--- src/rtl/fdc_disk_sequencer_if.sv ---
// Host-side disk agent channel of the FDC disk sequencer: command phase
// (req/ack with status) plus the read and write byte streams.
// master = sequencer, slave = host storage agent.
interface fdc_disk_sequencer_if;
    logic       host_req;
    logic [1:0] host_op;
    logic       host_drive;
    logic [6:0] host_cyl;
    logic [7:0] host_head;
    logic [7:0] host_sect;
    logic       host_ack;
    logic       host_err;
    logic       host_wp;
    logic [7:0] host_sectid;
    logic [7:0] host_rdata;
    logic       host_rvalid;
    logic       host_rready;
    logic [7:0] host_wdata;
    logic       host_wvalid;
    logic       host_wready;

    modport master (
        output host_req, host_op, host_drive, host_cyl, host_head, host_sect,
        output host_rready, host_wdata, host_wvalid,
        input  host_ack, host_err, host_wp, host_sectid,
        input  host_rdata, host_rvalid, host_wready
    );

    modport slave (
        input  host_req, host_op, host_drive, host_cyl, host_head, host_sect,
        input  host_rready, host_wdata, host_wvalid,
        output host_ack, host_err, host_wp, host_sectid,
        output host_rdata, host_rvalid, host_wready
    );
endinterface

--- src/rtl/fdc_disk_sequencer.sv ---
// FDC disk sequencer: decodes the FDC request word, runs one seek / read-ID /
// read-sector / write-sector operation at a time against the host agent,
// streams sector bytes between host and FDC FIFOs and reports completion.
// Optional host watchdog enabled by defining FDC_SEQ_TIMEOUT_EN.
module fdc_disk_sequencer #(
    parameter int unsigned SECTOR_BYTES   = 512,
    parameter int unsigned CNT_W          = 10,
    parameter logic [23:0] TIMEOUT_CYCLES = 24'd8000000
) (
    input  logic                 clk,
    input  logic                 rst_n,
    input  logic [31:0]          disk_sr,
    output logic [31:0]          disk_cr,
    output logic [7:0]           disk_data_in,
    output logic                 disk_data_clkin,
    input  logic [7:0]           disk_data_out,
    output logic                 disk_data_clkout,
    input  logic [1:0]           disk_present,
    fdc_disk_sequencer_if.master host
);

    typedef enum logic [2:0] {
        S_IDLE, S_REQ, S_RDSTREAM, S_WRSTREAM, S_WAITEND, S_DONE, S_RELEASE
    } state_t;

    // Per-byte sub-phase of a write: FIFO strobe, data capture, host handshake.
    typedef enum logic [1:0] {W_STROBE, W_CAPT, W_HOLD} wphase_t;

    typedef enum logic [1:0] {OP_SEEK, OP_READID, OP_READ, OP_WRITE} op_t;

    localparam logic [CNT_W-1:0] LAST_BYTE = CNT_W'(SECTOR_BYTES - 1);

    state_t           state_q, state_d;
    wphase_t          wphase_q, wphase_d;
    op_t              op_q, op_d;
    logic             drv_q, drv_d;
    logic [6:0]       cyl_q, cyl_d;
    logic [7:0]       head_q, head_d;
    logic [7:0]       sect_q, sect_d;
    logic             err_q, err_d;
    logic             wp_q, wp_d;
    logic [7:0]       sectid_q, sectid_d;
    logic [CNT_W-1:0] cnt_q, cnt_d;
    logic [7:0]       wdata_q, wdata_d;
    logic             wvalid_q, wvalid_d;
    logic [7:0]       din_q, din_d;
    logic             clkin_q, clkin_d;
    logic [7:0]       cr_sect_q, cr_sect_d;
    logic [7:0]       cr_head_q, cr_head_d;
    logic             cr_done_q, cr_done_d;
    logic             cr_err_q, cr_err_d;
    logic             cr_wp_q, cr_wp_d;
    logic [1:0]       cr_seek_q, cr_seek_d;

    op_t              pick_op;
    logic             pick_drv;
    logic             timeout;

`ifdef FDC_SEQ_TIMEOUT_EN
    logic [23:0] wd_q, wd_d;
    logic        watched;
    logic        byte_hs;

    assign watched = (state_q == S_REQ) || (state_q == S_RDSTREAM) ||
                     (state_q == S_WRSTREAM) || (state_q == S_WAITEND);
    assign byte_hs = ((state_q == S_RDSTREAM) && host.host_rvalid) ||
                     ((state_q == S_WRSTREAM) && (wphase_q == W_HOLD) && host.host_wready);
    assign timeout = watched && (wd_q >= (TIMEOUT_CYCLES - 24'd1));

    // Watchdog: restarts on every state entry and byte handshake.
    always_comb begin
        wd_d = watched ? (wd_q + 24'd1) : '0;
        if ((state_d != state_q) || byte_hs) wd_d = '0;
    end

    // Watchdog register.
    always_ff @(posedge clk) begin
        if (!rst_n) wd_q <= '0;
        else        wd_q <= wd_d;
    end
`else
    logic unused_timeout_cfg;
    assign unused_timeout_cfg = ^TIMEOUT_CYCLES;
    assign timeout = 1'b0;
`endif

    // Fixed-priority request pick: seek > readid > readsect > write, drive 0 first.
    always_comb begin
        pick_op  = OP_SEEK;
        pick_drv = 1'b0;
        if      (disk_sr[30]) begin pick_op = OP_SEEK;   pick_drv = 1'b0; end
        else if (disk_sr[31]) begin pick_op = OP_SEEK;   pick_drv = 1'b1; end
        else if (disk_sr[28]) begin pick_op = OP_READID; pick_drv = 1'b0; end
        else if (disk_sr[29]) begin pick_op = OP_READID; pick_drv = 1'b1; end
        else if (disk_sr[24]) begin pick_op = OP_READ;   pick_drv = 1'b0; end
        else if (disk_sr[25]) begin pick_op = OP_READ;   pick_drv = 1'b1; end
        else if (disk_sr[26]) begin pick_op = OP_WRITE;  pick_drv = 1'b0; end
        else if (disk_sr[27]) begin pick_op = OP_WRITE;  pick_drv = 1'b1; end
    end

    // Next-state and datapath updates for the operation sequencer.
    always_comb begin
        state_d   = state_q;
        wphase_d  = wphase_q;
        op_d      = op_q;
        drv_d     = drv_q;
        cyl_d     = cyl_q;
        head_d    = head_q;
        sect_d    = sect_q;
        err_d     = err_q;
        wp_d      = wp_q;
        sectid_d  = sectid_q;
        cnt_d     = cnt_q;
        wdata_d   = wdata_q;
        wvalid_d  = wvalid_q;
        din_d     = din_q;
        clkin_d   = 1'b0;
        cr_sect_d = cr_sect_q;
        cr_head_d = cr_head_q;
        cr_done_d = cr_done_q;
        cr_err_d  = cr_err_q;
        cr_wp_d   = cr_wp_q;
        cr_seek_d = cr_seek_q;

        case (state_q)
            S_IDLE: begin
                if (!disk_sr[23] && (|disk_sr[31:24])) begin
                    op_d     = pick_op;
                    drv_d    = pick_drv;
                    head_d   = disk_sr[22:15];
                    cyl_d    = disk_sr[14:8];
                    sect_d   = disk_sr[7:0];
                    err_d    = 1'b0;
                    wp_d     = 1'b0;
                    sectid_d = '0;
                    if (disk_present[pick_drv]) begin
                        state_d = S_REQ;
                    end else begin
                        err_d   = 1'b1;
                        state_d = S_DONE;
                    end
                end
            end

            S_REQ: begin
                if (timeout) begin
                    err_d   = 1'b1;
                    state_d = S_DONE;
                end else if (host.host_ack) begin
                    err_d    = host.host_err;
                    wp_d     = host.host_wp;
                    sectid_d = host.host_sectid;
                    cnt_d    = '0;
                    if (host.host_err || (op_q == OP_SEEK) || (op_q == OP_READID)) begin
                        state_d = S_DONE;
                    end else if (op_q == OP_READ) begin
                        state_d = S_RDSTREAM;
                    end else begin
                        wphase_d = W_STROBE;
                        state_d  = S_WRSTREAM;
                    end
                end
            end

            S_RDSTREAM: begin
                if (timeout) begin
                    err_d   = 1'b1;
                    state_d = S_DONE;
                end else if (host.host_rvalid) begin
                    din_d   = host.host_rdata;
                    clkin_d = 1'b1;
                    cnt_d   = cnt_q + CNT_W'(1);
                    if (cnt_q == LAST_BYTE) state_d = S_DONE;
                end
            end

            S_WRSTREAM: begin
                if (timeout) begin
                    err_d    = 1'b1;
                    wvalid_d = 1'b0;
                    state_d  = S_DONE;
                end else begin
                    case (wphase_q)
                        W_STROBE: wphase_d = W_CAPT;
                        W_CAPT: begin
                            wdata_d  = disk_data_out;
                            wvalid_d = 1'b1;
                            wphase_d = W_HOLD;
                        end
                        default: begin
                            if (host.host_wready) begin
                                wvalid_d = 1'b0;
                                cnt_d    = cnt_q + CNT_W'(1);
                                wphase_d = W_STROBE;
                                if (cnt_q == LAST_BYTE) state_d = S_WAITEND;
                            end
                        end
                    endcase
                end
            end

            S_WAITEND: begin
                if (timeout) begin
                    err_d   = 1'b1;
                    state_d = S_DONE;
                end else if (host.host_ack) begin
                    err_d   = host.host_err;
                    wp_d    = host.host_wp;
                    state_d = S_DONE;
                end
            end

            S_DONE: begin
                cr_sect_d = (op_q == OP_READID) ? sectid_q : sect_q;
                cr_head_d = head_q;
                cr_err_d  = err_q;
                cr_wp_d   = (op_q == OP_WRITE) && wp_q;
                if (op_q == OP_SEEK) begin
                    cr_seek_d = {drv_q, ~drv_q};
                    cr_done_d = 1'b0;
                end else begin
                    cr_seek_d = '0;
                    cr_done_d = 1'b1;
                end
                state_d = S_RELEASE;
            end

            S_RELEASE: begin
                if (disk_sr[23] && (disk_sr[31:24] == 8'h00)) begin
                    cr_done_d = 1'b0;
                    cr_err_d  = 1'b0;
                    cr_wp_d   = 1'b0;
                    cr_seek_d = '0;
                    state_d   = S_IDLE;
                end
            end

            default: state_d = S_IDLE;
        endcase
    end

    // State and datapath registers; reset discards any operation in flight.
    always_ff @(posedge clk) begin
        if (!rst_n) begin
            state_q   <= S_IDLE;
            wphase_q  <= W_STROBE;
            op_q      <= OP_SEEK;
            drv_q     <= 1'b0;
            cyl_q     <= '0;
            head_q    <= '0;
            sect_q    <= '0;
            err_q     <= 1'b0;
            wp_q      <= 1'b0;
            sectid_q  <= '0;
            cnt_q     <= '0;
            wdata_q   <= '0;
            wvalid_q  <= 1'b0;
            din_q     <= '0;
            clkin_q   <= 1'b0;
            cr_sect_q <= '0;
            cr_head_q <= '0;
            cr_done_q <= 1'b0;
            cr_err_q  <= 1'b0;
            cr_wp_q   <= 1'b0;
            cr_seek_q <= '0;
        end else begin
            state_q   <= state_d;
            wphase_q  <= wphase_d;
            op_q      <= op_d;
            drv_q     <= drv_d;
            cyl_q     <= cyl_d;
            head_q    <= head_d;
            sect_q    <= sect_d;
            err_q     <= err_d;
            wp_q      <= wp_d;
            sectid_q  <= sectid_d;
            cnt_q     <= cnt_d;
            wdata_q   <= wdata_d;
            wvalid_q  <= wvalid_d;
            din_q     <= din_d;
            clkin_q   <= clkin_d;
            cr_sect_q <= cr_sect_d;
            cr_head_q <= cr_head_d;
            cr_done_q <= cr_done_d;
            cr_err_q  <= cr_err_d;
            cr_wp_q   <= cr_wp_d;
            cr_seek_q <= cr_seek_d;
        end
    end

    assign host.host_req    = (state_q == S_REQ) && !timeout;
    assign host.host_op     = op_q;
    assign host.host_drive  = drv_q;
    assign host.host_cyl    = cyl_q;
    assign host.host_head   = head_q;
    assign host.host_sect   = sect_q;
    assign host.host_rready = (state_q == S_RDSTREAM) && !timeout;
    assign host.host_wdata  = wdata_q;
    assign host.host_wvalid = wvalid_q && !timeout;

    assign disk_data_in     = din_q;
    assign disk_data_clkin  = clkin_q;
    assign disk_data_clkout = (state_q == S_WRSTREAM) && (wphase_q == W_STROBE) && !timeout;

    assign disk_cr = {cr_sect_q, 8'h00, cr_head_q, 1'b0, disk_present,
                      cr_done_q, cr_err_q, cr_wp_q, cr_seek_q};

endmodule
--- src/flat_wrapper.sv ---
// flat-port wrapper written by rule: the top's interface ports become plain ports
module fdc_disk_sequencer_flat 
#(
    parameter int unsigned SECTOR_BYTES   = 512,
    parameter int unsigned CNT_W          = 10,
    parameter logic [23:0] TIMEOUT_CYCLES = 24'd8000000
)
  (clk, rst_n, disk_sr, disk_cr, disk_data_in, disk_data_clkin, disk_data_out, disk_data_clkout, disk_present, host_host_req, host_host_op, host_host_drive, host_host_cyl, host_host_head, host_host_sect, host_host_rready, host_host_wdata, host_host_wvalid, host_host_ack, host_host_err, host_host_wp, host_host_sectid, host_host_rdata, host_host_rvalid, host_host_wready);
  fdc_disk_sequencer_if host_i ();
  input  logic clk;
  input  logic rst_n;
  input  logic [31:0] disk_sr;
  output logic [31:0] disk_cr;
  output logic [7:0] disk_data_in;
  output logic disk_data_clkin;
  input  logic [7:0] disk_data_out;
  output logic disk_data_clkout;
  input  logic [1:0] disk_present;
  output wire logic [$bits(host_i.host_req)-1:0] host_host_req;
  output wire logic [$bits(host_i.host_op)-1:0] host_host_op;
  output wire logic [$bits(host_i.host_drive)-1:0] host_host_drive;
  output wire logic [$bits(host_i.host_cyl)-1:0] host_host_cyl;
  output wire logic [$bits(host_i.host_head)-1:0] host_host_head;
  output wire logic [$bits(host_i.host_sect)-1:0] host_host_sect;
  output wire logic [$bits(host_i.host_rready)-1:0] host_host_rready;
  output wire logic [$bits(host_i.host_wdata)-1:0] host_host_wdata;
  output wire logic [$bits(host_i.host_wvalid)-1:0] host_host_wvalid;
  input wire logic [$bits(host_i.host_ack)-1:0] host_host_ack;
  input wire logic [$bits(host_i.host_err)-1:0] host_host_err;
  input wire logic [$bits(host_i.host_wp)-1:0] host_host_wp;
  input wire logic [$bits(host_i.host_sectid)-1:0] host_host_sectid;
  input wire logic [$bits(host_i.host_rdata)-1:0] host_host_rdata;
  input wire logic [$bits(host_i.host_rvalid)-1:0] host_host_rvalid;
  input wire logic [$bits(host_i.host_wready)-1:0] host_host_wready;
  assign host_host_req = host_i.host_req;
  assign host_host_op = host_i.host_op;
  assign host_host_drive = host_i.host_drive;
  assign host_host_cyl = host_i.host_cyl;
  assign host_host_head = host_i.host_head;
  assign host_host_sect = host_i.host_sect;
  assign host_host_rready = host_i.host_rready;
  assign host_host_wdata = host_i.host_wdata;
  assign host_host_wvalid = host_i.host_wvalid;
  assign host_i.host_ack = host_host_ack;
  assign host_i.host_err = host_host_err;
  assign host_i.host_wp = host_host_wp;
  assign host_i.host_sectid = host_host_sectid;
  assign host_i.host_rdata = host_host_rdata;
  assign host_i.host_rvalid = host_host_rvalid;
  assign host_i.host_wready = host_host_wready;
  fdc_disk_sequencer #(.SECTOR_BYTES(SECTOR_BYTES), .CNT_W(CNT_W), .TIMEOUT_CYCLES(TIMEOUT_CYCLES)) u_core (.clk(clk), .rst_n(rst_n), .disk_sr(disk_sr), .disk_cr(disk_cr), .disk_data_in(disk_data_in), .disk_data_clkin(disk_data_clkin), .disk_data_out(disk_data_out), .disk_data_clkout(disk_data_clkout), .disk_present(disk_present), .host(host_i));
endmodule
--- config.mk ---
export PLATFORM = sky130hd
export DESIGN_NAME = fdc_disk_sequencer_flat
export DESIGN_NICKNAME = d
export VERILOG_FILES = /design/src/rtl/fdc_disk_sequencer_if.sv /design/src/rtl/fdc_disk_sequencer.sv /design/src/flat_wrapper.sv
export SDC_FILE = /design/constraint.sdc
export NUM_CORES = 1
export LEC_CHECK = 0
export CAP_MARGIN = 30
export CORE_MARGIN = 2
export CORE_UTILIZATION = 40
export CTS_BUF_LIST = sky130_fd_sc_hd__clkbuf_2 sky130_fd_sc_hd__clkbuf_4 sky130_fd_sc_hd__clkbuf_8
export CTS_CLUSTER_SIZE = 40
export DETAILED_ROUTE_END_ITERATION = 8
export GPL_ROUTABILITY_DRIVEN = 0
export PLACE_DENSITY = 0.7
export SETUP_SLACK_MARGIN = 0.15
export SLEW_MARGIN = 20
export SYNTH_ARGS = -nofsm -noshare
export SYNTH_HDL_FRONTEND = slang
export SYNTH_SLANG_ARGS = --single-unit
--- constraint.sdc ---
create_clock -name clk -period 2.1 [get_ports clk]
set_input_delay 0.21 -clock clk [delete_from_list [all_inputs] [get_ports clk]]
set_output_delay 0.21 -clock clk [all_outputs]
set_load 0.03 [all_outputs]
# [Yosys cells after proc, flatten, opt, wreduce, memory -nomap -nowiden]
# Cells that the tools add are included.
# W data, S select, Z words.
[classes] n_eq_ne=24 bitwise_logic=2 addsub=1 muxes=64 order_cmp=1 reduce_logical=31
[op_table] op="$mux W10" count=4
[op_table] op="$mux W3" count=11
[op_table] op="$pmux W10 S3" count=1
[op_table] op="$mux W2" count=14
[op_table] op="$mux W8" count=3
[op_table] op="$pmux W3 S7" count=1
[op_table] op="$mux W1" count=20
[op_table] op="$pmux W8 S2" count=1
[op_table] op="$ne A2 B1 Y1 const B" count=7
[op_table] op="$pmux W1 S2" count=6
[op_table] op="$pmux W2 S2" count=3
[op_table] op="$add A10 B1 Y10 const B" count=1
[op_table] op="$eq A10 B9 Y1 const B" count=1
[op_table] op="$ne A2 B2 Y1 const B" count=5
[op_table] op="$reduce_and A2 Y1" count=5
[op_table] op="$reduce_and A5 Y1" count=2
[op_table] op="$reduce_bool A2 Y1" count=5
[op_table] op="$eq A3 B3 Y1 const B" count=3
[op_table] op="$reduce_and A3 Y1" count=3
[op_table] op="$reduce_and A9 Y1" count=1
[op_table] op="$logic_not A8 Y1" count=1
[op_table] op="$reduce_or A8 Y1" count=1
[op_table] op="$eq A3 B2 Y1 const B" count=2
[op_table] op="$eq A2 B1 Y1 const B" count=2
[op_table] op="other kinds (12)" count=20
[word_totals] output_inout_bits=79 regBits=90 inputBits=65

# [Longest topological paths before layout]
[depth] word_depth=13 depth_mapped=8 ltp_nobuf=5

# [Worst setup path after synthesis]
# Ideal clock, no wire load.
[synth_timing] kind="input port to flip-flop" startpoint="in disk_sr[29]" endpoint="reg u_core.state_q[2]" t_required_ns=1.984 n_path_buf=1 setup_time_ns=0.116 stages=6 arrival_ns=1.680 path_slack_ns=0.304 cell_sequence="or4_1 > buf_2 > or3_1 > a21oi_2 > a21oi_1 > a41o_1"
[synth_via] elab_chain_cells=9
[synth_rtl] item="start: declaration" line="flat_wrapper.sv:12" source="input logic [31:0] disk_sr;"
[synth_rtl] item="$mux W1" line="fdc_disk_sequencer.sv:94" source="else if (disk_sr[29]) begin pick_op = OP_READID; pick_drv = 1'b1; end"
[synth_rtl] item="$mux W1" line="fdc_disk_sequencer.sv:93" source="else if (disk_sr[28]) begin pick_op = OP_READID; pick_drv = 1'b0; end"
[synth_rtl] item="$mux W1" line="fdc_disk_sequencer.sv:92" source="else if (disk_sr[31]) begin pick_op = OP_SEEK; pick_drv = 1'b1; end"
[synth_rtl] item="$mux W1" line="fdc_disk_sequencer.sv:91" source="if (disk_sr[30]) begin pick_op = OP_SEEK; pick_drv = 1'b0; end"
[synth_rtl] item="$mux W1 (not written as such) (2 in series)" line="fdc_disk_sequencer.sv:136" source="if (disk_present[pick_drv]) begin"
[synth_rtl] item="$mux W3" line="fdc_disk_sequencer.sv:136"
[synth_rtl] item="$mux W3" line="fdc_disk_sequencer.sv:127" source="if (!disk_sr[23] && (|disk_sr[31:24])) begin"
[synth_rtl] item="$pmux W3 S7" line="fdc_disk_sequencer.sv:125" source="case (state_q)"
[synth_rtl] item="end signal: assignment" line="fdc_disk_sequencer.sv:267" source="state_q <= state_d;"
[synth_rtl] item="end: declaration" line="fdc_disk_sequencer.sv:33" source="state_t state_q, state_d;"
# Parallel ways exist; a longest one is shown, timed or not. The select of a mux whose other input is x is not followed.
# A chain may end at the register's enable or synchronous reset.

# [Final worst setup path]
# Same ends and word-level chain as after synthesis.

==> impl_metrics.json <==
{
  "status": "complete, no violations",
  "ys_types": 55,
  "syn_area_per_cell_um2": 8.39,
  "yosys_warnings": 0,
  "routedWlPerCell_um": 14.0,
  "max_slew_margin_pct": 50.4,
  "clk_latency_ns": 0.36,
  "setup_viol": 0,
  "p_int_uw": 3540,
  "power.total_uw": 5460,
  "p_per_area_nw_per_um2": 958,
  "rsz0062_at_grt": "false",
  "crit_buf_inv": 1,
  "clock-root-buffer": "clkbuf_8",
  "finish.utilization_pct": 58.7,
  "area_growth_pct": 42.9,
  "die_y_um": 104,
  "die_w_um": 104,
  "drv_slew": 0,
  "port-buffer-count": 134,
  "pwr-share-seq_pct": 37.9,
  "track_usage_pct": 19.3,
  "ys.flop_type": "dfxtp_1",
  "drc": 0,
  "switching_share_pct": 35.3,
  "cts_buffer_depth": 2,
  "crit_slowest_cell": "or4_4",
  "synth-seq-area-share_pct": 45.1,
  "crit_cells": 6,
  "p_sw_uw": 1930,
  "tightest_slew_ns": 0.735,
  "ir_worst_vdd_mv": 0.475,
  "cp.arrival_ns": 2.14,
  "initial_utilization_pct": 41.0,
  "hold_viol_final": 0,
  "start_kind": "input pin",
  "cts_tree": "done",
  "post-route-min-period_ns": 1.89,
  "worst_setup_path_end_kind": "register",
  "clockPowerShare_pct": 27.1,
  "drt_iter0_markers": 95,
  "min_path_type": "input pin to register",
  "setup_ws_ns": 0.210,
  "cts_made_buffers": 9,
  "die_area_um2": 10800,
  "synth-edff-count": 0,
  "crit_type": "input pin to register",
  "synth_seq_cells": 90,
  "routed_wl_um": 10500,
  "cts.reportedPaths.clkPinSlew_ns": 0.10,
  "fin_crit_sh_pct": 90.0,
  "fin_skew_ns": 0.0159,
  "netlist_top_cells_area": "dfxtp_1, nand2_1, a21oi_1",
  "leakage_uw": 0.00217,
  "setup_tns_ns": 0,
  "synth_largest_area_cell": "dfxtp_1",
  "place_ws_ns": -0.149,
  "vias": 3690,
  "fmax_mhz": 529,
  "finalNonFillerCells": 747,
  "antenna_found_initial": 0,
  "io_pins": 144,
  "synthCells": 476,
  "critPathMaxStageDelay_ns": 0.57,
  "r2r_cells": 5,
  "maxCapViolations": 0,
  "avgViaCountPerCell": 4.94,
  "path_cells": "clkdlybuf4s50_1 -> or4_4 -> or3_1 -> a21oi_2 -> a21oi_1 -> a41o_1",
  "cts_sinks": 90,
  "first_global_vias": 3624,
  "drt-pass1-iter-count": 4,
  "cpLargestDelayFamily": "simple AND/OR/NAND/NOR gates",
  "rows": 36,
  "grt_max_degree": 41,
  "antenna-diode-count": 0,
  "dp.cells": 731,
  "htreeDepth": 3,
  "combPwrFrac_pct": 35.0,
  "globalRoute.totalOverflow": 0,
  "grt_pass1_wl_um": 17000,
  "cp.required_ns": 2.35,
  "cts_setup_buffers": 0,
  "dp_hpwl_um": 7580,
  "design.core.area_um2": 9730,
  "synthesis.area_um2": 3990,
  "synthDominantCellAreaShare_pct": 45.1,
  "cp_max_fo": 3,
  "cts_hold_buffers": 0,
  "async_flop_share_pct": 0,
  "min_path_cells": 3,
  "drtAntennaViolNets": 0,
  "nets": 675,
  "final_layout_size_suffix_gt1_share_pct": 9.77
}
state kept, by name, summed over array words and instances, names as in the netlist, 8 cells and up:
| name | count |
|---|---|
| u_core.cnt_q | 10 |
| u_core.cr_head_q | 8 |
| u_core.cr_sect_q | 8 |
| u_core.disk_data_in | 8 |
| u_core.host.host_head | 8 |
| u_core.host.host_sect | 8 |
| u_core.host.host_wdata | 8 |
| u_core.sectid_q | 8 |
path summary, 6_finish.rpt:
path	startpoint	to	slack [ns]
hold reg to reg	u_core.host.host_cyl[5]	u_core.host.host_cyl[5]	0.46
setup / recovery	disk_sr[29]	u_core.state_q[2]	0.21
setup reg to reg	u_core.state_q[2]	u_core.cnt_q[9]	0.27
hold / removal	disk_sr[20]	u_core.host.host_head[5]	0.38
cell families (layout without fill, tap and decap cells):
family / after synthesis / count (layout) / synth area share [%]
fa+ha+maj: 1 / 1 / 0.313
simple gates: 210 / 210 / 24.2
flops: 90 / 90 / 45.1
buf+inv: 46 / 176 / 7.39
compound gates: 97 / 97 / 15.4
xor+xnor: 8 / 8 / 1.75
other cells: 1 / 9 / 0.0939
mux: 23 / 23 / 5.76
cell type report:
cell class / count / area [um2]
inverter: 5 / 18.8
fill: 910 / 4020
clock inverter: 6 / 119
clock buffer: 10 / 138
multi-input combinational: 348 / 1950
timing repair buffer: 155 / 1520
sequential: 90 / 1800
tap: 133 / 166
timing repair:
item | CTS | global route
hold endpoints to repair | 0 | 0
gates resized for setup | 5 | 5
setup endpoints to repair | 27 | 5
layer usage:
metal | share of wire (%) | up-vias | global-route usage (%) | routed length (um)
li1 | - | 1866 | - | -
met1 | 42 | 1679 | 22.7 | 4350
met2 | 47 | 131 | 31.4 | 4970
met3 | 9.3 | 14 | 8.65 | 969
met4 | 1.7 | 0 | 5.98 | 176
met5 | 0 | - | 0 | 0
synthesized netlist by cell type (all sizes together) (2+ instances only):
cell    count
a21oi      51
nand2b      4
o211a       6
a211oi      4
and2        4
nor4        5
dfxtp      90
or2b        2
a311o       2
a21boi     11
xnor2       5
and2b       4
nand4       6
a22oi       2
nand3      10
nor2b      12
nor2       34
nor3        6
o21ai       8
mux2i      23
a31oi       4
inv         5
and3        2
buf        20
nand2     112
xor2        3
clkbuf     20
or4         2
or2         3
worst register-to-register path, stage by stage, from the launching register on:
cell     delay (ns)
dfxtp_1        0.54
and2b_2        0.29
a32o_2         0.30
nor4_1         0.39
xnor2_1        0.17
nor2_1         0.05
cells in the final DEF, fill, tap and decap left out, types with 4 or more instances in the layout:
cell	count
nor2_1	33
dfxtp_1	89
o21ai_0	7
xnor2_1	5
o211a_1	6
mux2i_1	23
clkbuf_8	10
and2_1	4
a211oi_1	4
and2b_2	4
nand2_1	112
clkdlybuf4s50_1	131
nand3_1	9
nor2b_1	10
nor3_1	6
nand4_1	6
nor4_1	4
inv_1	4
a31oi_1	4
nand2b_1	4
a21boi_0	11
a21oi_1	50
conb_1	9
buf_4	20
power by group through the flow:
stage	logic [uW]	clock network, uW	registers, uW
after floorplan	1010	0	2320
final	1910	1480	2070
after global placement	1880	0	2100
after global routing	2070	1580	2100
after CTS	1910	1510	2070
after detailed placement	1900	0	2110
stage by stage:
step	cell area [um2]	hold slack, ns
after global routing	5710	0.376
after global placement	5440	0.442
final	5710	0.380
after CTS	5700	0.371
after floorplan	4020	0.346
after detailed placement	5440	0.449
(Power assumes the default switching activity.)
